--- config.mk ---
export PLATFORM = sky130hd
export DESIGN_NAME = control_pipe
export DESIGN_NICKNAME = d
export VERILOG_FILES = /design/src/rtl/control_pipe.sv
export SDC_FILE = /design/constraint.sdc
export NUM_CORES = 1
export LEC_CHECK = 0
export ABC_AREA = 1
export BUFFER_PORTS_ARGS = -buffer_cell sky130_fd_sc_hd__buf_2
export CORE_MARGIN = 2
export CORE_UTILIZATION = 48
export DETAILED_ROUTE_END_ITERATION = 10
export PLACE_DENSITY = 0.81
export SLEW_MARGIN = 20
export SYNTH_ARGS = -nofsm -noshare
export SYNTH_HDL_FRONTEND = slang
export SYNTH_SLANG_ARGS = --single-unit
--- constraint.sdc ---
create_clock -name clk -period 1.8 [get_ports clk]
set_clock_uncertainty 0.15 [all_clocks]
set_input_delay 0.18 -clock clk [delete_from_list [all_inputs] [get_ports clk]]
set_output_delay 0.18 -clock clk [all_outputs]
set_load 0.01 [all_outputs]
--- src/rtl/control_pipe.sv ---
`default_nettype none
// ============================================================================
// Module      : control_pipe
// Description : Main-control decode for the 5-stage RV64 subset core. The
//               control bundle is carried through ID/EX, EX/MEM and MEM/WB.
//               Load-use hazards are detected here and stall the front end.
// Revision    : 1.0 - initial release
// ============================================================================
module control_pipe #(
    parameter int REG_W          = 5,
    parameter int LOAD_USE_STALL = 1
) (
    input  logic             clk,
    input  logic             rst,
    input  logic [6:0]       op_code,
    input  logic             id_valid,
    input  logic [REG_W-1:0] id_rs1,
    input  logic [REG_W-1:0] id_rs2,
    input  logic [REG_W-1:0] id_rd,
    input  logic             redirect,
    output logic             stall,
    output logic             if_id_flush,
    output logic [1:0]       ex_aluop,
    output logic             ex_alusrc,
    output logic             ex_branch,
    output logic             ex_jal,
    output logic             ex_jalr,
    output logic [REG_W-1:0] ex_rd,
    output logic             mem_memread,
    output logic             mem_memwrite,
    output logic [REG_W-1:0] mem_rd,
    output logic             wb_regwrite,
    output logic [1:0]       wb_memreg,
    output logic [REG_W-1:0] wb_rd,
    output logic             illegal_op
);

    localparam logic [6:0] c_op_r      = 7'b0110011;
    localparam logic [6:0] c_op_i      = 7'b0010011;
    localparam logic [6:0] c_op_load   = 7'b0000011;
    localparam logic [6:0] c_op_store  = 7'b0100011;
    localparam logic [6:0] c_op_branch = 7'b1100011;
    localparam logic [6:0] c_op_jal    = 7'b1101111;
    localparam logic [6:0] c_op_jalr   = 7'b1100111;
    localparam logic [6:0] c_op_lui    = 7'b0110111;

    // Raw opcode table, before id_valid / rd gating
    logic       w_known;
    logic       w_use_rs1;
    logic       w_use_rs2;
    logic       w_op_alusrc;
    logic [1:0] w_op_aluop;
    logic       w_op_branch;
    logic       w_op_jal;
    logic       w_op_jalr;
    logic       w_op_memread;
    logic       w_op_memwrite;
    logic       w_op_regwrite;
    logic [1:0] w_op_memreg;

    always_comb begin
        w_known       = 1'b1;
        w_use_rs1     = 1'b0;
        w_use_rs2     = 1'b0;
        w_op_alusrc   = 1'b0;
        w_op_aluop    = 2'b00;
        w_op_branch   = 1'b0;
        w_op_jal      = 1'b0;
        w_op_jalr     = 1'b0;
        w_op_memread  = 1'b0;
        w_op_memwrite = 1'b0;
        w_op_regwrite = 1'b0;
        w_op_memreg   = 2'b00;
        case (op_code)
            c_op_r: begin
                w_op_aluop    = 2'b10;
                w_op_regwrite = 1'b1;
                w_use_rs1     = 1'b1;
                w_use_rs2     = 1'b1;
            end
            c_op_i: begin
                w_op_alusrc   = 1'b1;
                w_op_aluop    = 2'b11;
                w_op_regwrite = 1'b1;
                w_use_rs1     = 1'b1;
            end
            c_op_load: begin
                w_op_alusrc   = 1'b1;
                w_op_memread  = 1'b1;
                w_op_regwrite = 1'b1;
                w_op_memreg   = 2'b01;
                w_use_rs1     = 1'b1;
            end
            c_op_store: begin
                w_op_alusrc   = 1'b1;
                w_op_memwrite = 1'b1;
                w_use_rs1     = 1'b1;
                w_use_rs2     = 1'b1;
            end
            c_op_branch: begin
                w_op_aluop    = 2'b01;
                w_op_branch   = 1'b1;
                w_use_rs1     = 1'b1;
                w_use_rs2     = 1'b1;
            end
            c_op_jal: begin
                w_op_jal      = 1'b1;
                w_op_regwrite = 1'b1;
                w_op_memreg   = 2'b10;
            end
            c_op_jalr: begin
                w_op_alusrc   = 1'b1;
                w_op_jalr     = 1'b1;
                w_op_regwrite = 1'b1;
                w_op_memreg   = 2'b10;
                w_use_rs1     = 1'b1;
            end
            c_op_lui: begin
                w_op_alusrc   = 1'b1;
                w_op_regwrite = 1'b1;
                w_op_memreg   = 2'b11;
            end
            default: w_known = 1'b0;
        endcase
    end

    logic w_live;
    assign w_live = id_valid & w_known;

    // Gated decode; anything not live is a bubble
    logic             w_dec_alusrc;
    logic [1:0]       w_dec_aluop;
    logic             w_dec_branch;
    logic             w_dec_jal;
    logic             w_dec_jalr;
    logic             w_dec_memread;
    logic             w_dec_memwrite;
    logic             w_dec_regwrite;
    logic [1:0]       w_dec_memreg;
    logic [REG_W-1:0] w_dec_rd;

    assign w_dec_alusrc   = w_live & w_op_alusrc;
    assign w_dec_aluop    = w_live ? w_op_aluop : 2'b00;
    assign w_dec_branch   = w_live & w_op_branch;
    assign w_dec_jal      = w_live & w_op_jal;
    assign w_dec_jalr     = w_live & w_op_jalr;
    assign w_dec_memread  = w_live & w_op_memread;
    assign w_dec_memwrite = w_live & w_op_memwrite;
    assign w_dec_regwrite = w_live & w_op_regwrite & (id_rd != '0);
    assign w_dec_memreg   = w_live ? w_op_memreg : 2'b00;
    assign w_dec_rd       = w_live ? id_rd : '0;

    // Pipeline registers
    logic             r_ex_alusrc;
    logic [1:0]       r_ex_aluop;
    logic             r_ex_branch;
    logic             r_ex_jal;
    logic             r_ex_jalr;
    logic             r_ex_memread;
    logic             r_ex_memwrite;
    logic             r_ex_regwrite;
    logic [1:0]       r_ex_memreg;
    logic [REG_W-1:0] r_ex_rd;
    logic             r_mem_memread;
    logic             r_mem_memwrite;
    logic             r_mem_regwrite;
    logic [1:0]       r_mem_memreg;
    logic [REG_W-1:0] r_mem_rd;
    logic             r_wb_regwrite;
    logic [1:0]       r_wb_memreg;
    logic [REG_W-1:0] r_wb_rd;
    logic             r_illegal;

    // Load-use detection; a zero index never creates a dependency
    logic w_rs1_act;
    logic w_rs2_act;
    logic w_haz_ex;
    logic w_haz_mem;
    logic w_hazard;
    logic w_bubble_in;

    assign w_rs1_act = w_use_rs1 & (id_rs1 != '0);
    assign w_rs2_act = w_use_rs2 & (id_rs2 != '0);
    assign w_haz_ex  = r_ex_memread & r_ex_regwrite &
                       ((w_rs1_act & (id_rs1 == r_ex_rd)) |
                        (w_rs2_act & (id_rs2 == r_ex_rd)));

    generate
        if (LOAD_USE_STALL == 2) begin : g_mem_check
            // Without forwarding the load must also clear MEM before use
            assign w_haz_mem = r_mem_memread &
                               ((w_rs1_act & (id_rs1 == r_mem_rd)) |
                                (w_rs2_act & (id_rs2 == r_mem_rd)));
        end else begin : g_no_mem_check
            assign w_haz_mem = 1'b0;
        end
    endgenerate

    assign w_hazard    = id_valid & (w_haz_ex | w_haz_mem);
    assign stall       = w_hazard & ~redirect;
    assign if_id_flush = redirect;
    assign w_bubble_in = redirect | stall;

    always_ff @(posedge clk) begin
        if (rst || w_bubble_in) begin
            r_ex_alusrc   <= 1'b0;
            r_ex_aluop    <= 2'b00;
            r_ex_branch   <= 1'b0;
            r_ex_jal      <= 1'b0;
            r_ex_jalr     <= 1'b0;
            r_ex_memread  <= 1'b0;
            r_ex_memwrite <= 1'b0;
            r_ex_regwrite <= 1'b0;
            r_ex_memreg   <= 2'b00;
            r_ex_rd       <= '0;
        end else begin
            r_ex_alusrc   <= w_dec_alusrc;
            r_ex_aluop    <= w_dec_aluop;
            r_ex_branch   <= w_dec_branch;
            r_ex_jal      <= w_dec_jal;
            r_ex_jalr     <= w_dec_jalr;
            r_ex_memread  <= w_dec_memread;
            r_ex_memwrite <= w_dec_memwrite;
            r_ex_regwrite <= w_dec_regwrite;
            r_ex_memreg   <= w_dec_memreg;
            r_ex_rd       <= w_dec_rd;
        end
    end

    always_ff @(posedge clk) begin
        if (rst) begin
            r_mem_memread  <= 1'b0;
            r_mem_memwrite <= 1'b0;
            r_mem_regwrite <= 1'b0;
            r_mem_memreg   <= 2'b00;
            r_mem_rd       <= '0;
            r_wb_regwrite  <= 1'b0;
            r_wb_memreg    <= 2'b00;
            r_wb_rd        <= '0;
            r_illegal      <= 1'b0;
        end else begin
            r_mem_memread  <= r_ex_memread;
            r_mem_memwrite <= r_ex_memwrite;
            r_mem_regwrite <= r_ex_regwrite;
            r_mem_memreg   <= r_ex_memreg;
            r_mem_rd       <= r_ex_rd;
            r_wb_regwrite  <= r_mem_regwrite;
            r_wb_memreg    <= r_mem_memreg;
            r_wb_rd        <= r_mem_rd;
            r_illegal      <= r_illegal | (id_valid & ~w_known);
        end
    end

    assign ex_alusrc    = r_ex_alusrc;
    assign ex_aluop     = r_ex_aluop;
    assign ex_branch    = r_ex_branch;
    assign ex_jal       = r_ex_jal;
    assign ex_jalr      = r_ex_jalr;
    assign ex_rd        = r_ex_rd;
    assign mem_memread  = r_mem_memread;
    assign mem_memwrite = r_mem_memwrite;
    assign mem_rd       = r_mem_rd;
    assign wb_regwrite  = r_wb_regwrite;
    assign wb_memreg    = r_wb_memreg;
    assign wb_rd        = r_wb_rd;
    assign illegal_op   = r_illegal;

endmodule
`default_nettype wire

==> flow_summary.yaml <==
worst_setup_path:
  cp_slowest_cell: "dfxtp_1"
  arrival_ns: 1.53
  crit_path_cell_trace: "inv_1, nand2_1, nand4_1, nor2_2, nand2_1, nand2_1, nand2_1, nor2_1, buf_2"
  slowest_delay_ns: 0.44
  crit_path_max_fanout: 4
  crit_type: "reg -> out"
  critPathCaptureType: "output port"
  crit_family: "simple AND/OR/NAND/NOR gates"
  worst_path_most_repeated_cell: "nand2_1"
  worstPathRequired_ns: 1.47
  crit_buf_inv: 2
  start_kind: "flop"
power_and_ir_drop:
  swShare_pct: 22.4
  internal-power_mw: 1.06
  power_mw: 1.37
  pwr-share-clk_pct: 33.9
  p_leak_nw: 0.995
  p_seq_share_pct: 56.8
  p_per_area_nw_per_um2: 701
  power.switching_mw: 0.307
  combPwrFrac_pct: 9.3
  ir_worst_vdd_mv: 0.406
layout:
  drive_gt1_share_pct: 32.9
  fin_nets: 302
  mostFrequentLayoutCell: "buf_2"
  area_growth_pct: 30.7
  final_cell_mix: "buf_2 (54), nor2_1 (39), inv_1 (38)"
  utilization_pct: 65.1
  finalInstanceArea_um2: 1950
  final_cells: 310
  n_antenna_cell: 0
timing:
  final-hold-violation-count: 0
  min_period_ns: 1.86
  fmax_ghz: 0.536
  post-route-period-util_pct: 104
  setup_viol: 1
  final_max_slew_viol_count: 0
  timing.slew.headroom_pct: 82.1
  tightest_slew_ns: 0.266
  fin_ws_ns: -0.0641
  rsz0062_at_grt: "yes"
clocking:
  postCtsSetupRepairBufs: 0
  numCtsBuffers: 5
  clock-root-buffer: "clkbuf_4"
  cts_num_sinks: 35
  clk_pin_slew_ns: 0.09
  htree_levels: 2
  cts_max_path_buffers: 2
  clk_latency_ns: 0.33
  cts_tree: "yes"
grt:
  track_usage_pct: 18.9
  grt_pass1_wl_mm: 4.98
  grt_max_degree: 20
  antenna_found_initial: 0
  gr-total-overflow: 0
  grt_pass1_vias: 1245
logic_synthesis:
  synth-seq-cells: 35
  synth_cell_types: 25
  synth_top_area_share_pct: 46.9
  synthesis.nets: 236
  ys_seq_area_share_pct: 46.9
  yosysTopAreaCell: "dfxtp_1"
  synth_area_per_cell_um2: 7.12
  syn_area_um2: 1500
  ys_warn_count: 0
  syn_inst: 210
  yosys-top-cells-area: "dfxtp_1 (47%), inv_1 (10%), nor2_1 (10%)"
routing:
  wl_mm: 2.93
  dr.first_iter.drc_count: 25
  post_drt_wl_per_cell_um: 9.45
  final_antenna_net_count: 0
  drc: 0
  route.met2.wl_mm: 1.39
  wl_met3_um: 193
  via_count: 1437
  routed.top_layer: "met4"
  wl_met1_mm: 1.23
  first_pass_iters: 4
  drt-vias-per-instance: 4.64
die:
  dieHeight_um: 59.8
  io_pins: 55
  start_util_pct: 49.8
  die_x_um: 59.8
  fp-row-count: 20
  core_area_um2: 3000
  dieArea_um2: 3580
placement:
  place.detailed.hpwl_mm: 2.16
  place_area_um2: 1800
  place_ws_ns: 0.0812
  io_buffers: 54
  gp_congestion: 0.934
  dpl.cell_count: 295
flow_run:
  max-cap-violations: 0
worst_hold_path:
  worst_hold_path_type: "in -> reg"
status:
  failed_checks: "setup timing"
  status: "finished with violations"
-- layout make-up --
| class | count | area [µm²] |
|---|---|---|
| clock buffer | 8 | 68.8 |
| inverter | 43 | 161 |
| multi-input combinational | 128 | 622 |
| fill | 285 | 1050 |
| timing repair buffer | 63 | 355 |
| sequential | 35 | 706 |
| tap | 33 | 41.3 |
-- timing repair --
item                                   in CTS  in global routing
hold buffers                                7                  0
setup endpoints to repair                   1                 15
gates resized for setup                     5                  4
endpoints found under the hold margin       9                  0
-- path summary, 6_finish.rpt --
kind | end | slack, ns | depth (start not counted) | start
setup reg to reg | ex_rd[4] | 0.27 | 9 | ex_rd[3]
hold / removal | r_ex_memread | 0.05 | 4 | op_code[4]
hold reg to reg | wb_memreg[0] | 0.26 | 2 | r_mem_memreg[0]
setup / recovery | stall | -0.06 | 9 | ex_rd[3]
-- flip-flops by register name (all words and copies together) (netlist names) --
name and cells:
ex_aluop 2, wb_regwrite 1, r_ex_memread 1, mem_rd 5
ex_jal 1, r_mem_memreg 2, wb_memreg 2, illegal_op 1
ex_rd 5, r_mem_regwrite 1, r_ex_memwrite 1, mem_memread 1
mem_memwrite 1, r_ex_memreg 2, wb_rd 5, r_ex_regwrite 1
ex_branch 1, ex_alusrc 1, ex_jalr 1
-- synth_stat cells --
master	count
a21oi_1	4
a21oi_2	1
nor3_1	5
o21ai_0	4
buf_6	1
a21o_1	1
nand3_1	8
nor2_2	11
clkbuf_1	1
nor3_2	1
nand2_2	2
nand4_1	6
nand2_1	37
dfxtp_1	35
nor2_1	40
buf_1	1
inv_1	40
nand3_2	1
xnor2_1	3
o211ai_1	1
buf_4	1
inv_2	3
and2_1	1
or3b_2	1
xor2_1	1
-- per-stage QoR --
step                      hold WS [ns]  TNS, ns
after floorplan                  0.142        0
after global placement           0.241        0
after detailed placement         0.243        0
after CTS                       0.0272   -0.115
after global routing            0.0524   -0.232
final                           0.0531  -0.0641
-- worst min-delay path: stages --
cell and delay, ns:
buf_2 0.11, inv_2 0.07, nand4_1 0.09, nor2_1 0.04
-- cell families after synthesis --
kind of cell	after synthesis	share of synthesized area, %
AO/OA/AOI/OAI	11	4.27
AND/OR/NAND/NOR	113	34.0
buffers and inverters	47	12.6
XOR/XNOR	4	2.34
flip-flops	35	46.9
-- routing by layer --
metal	vias to the layer above	global-route usage, %
met2	49	32.1
met1	618	20.2
met4	0	10.5
li1	759	-
met3	11	6.49
met5	-	0
-- power groups by stage --
stage          sequential [mW]  clock [mW]  combinational, mW
5_1_grt                  0.779       0.514              0.145
3_3_place_gp             0.796           0              0.110
2_1_floorplan            0.797           0             0.0599
3_5_place_dp             0.796           0              0.113
4_1_cts                  0.778       0.485              0.124
6_report                 0.778       0.464              0.127
(Power assumes the default switching activity.)
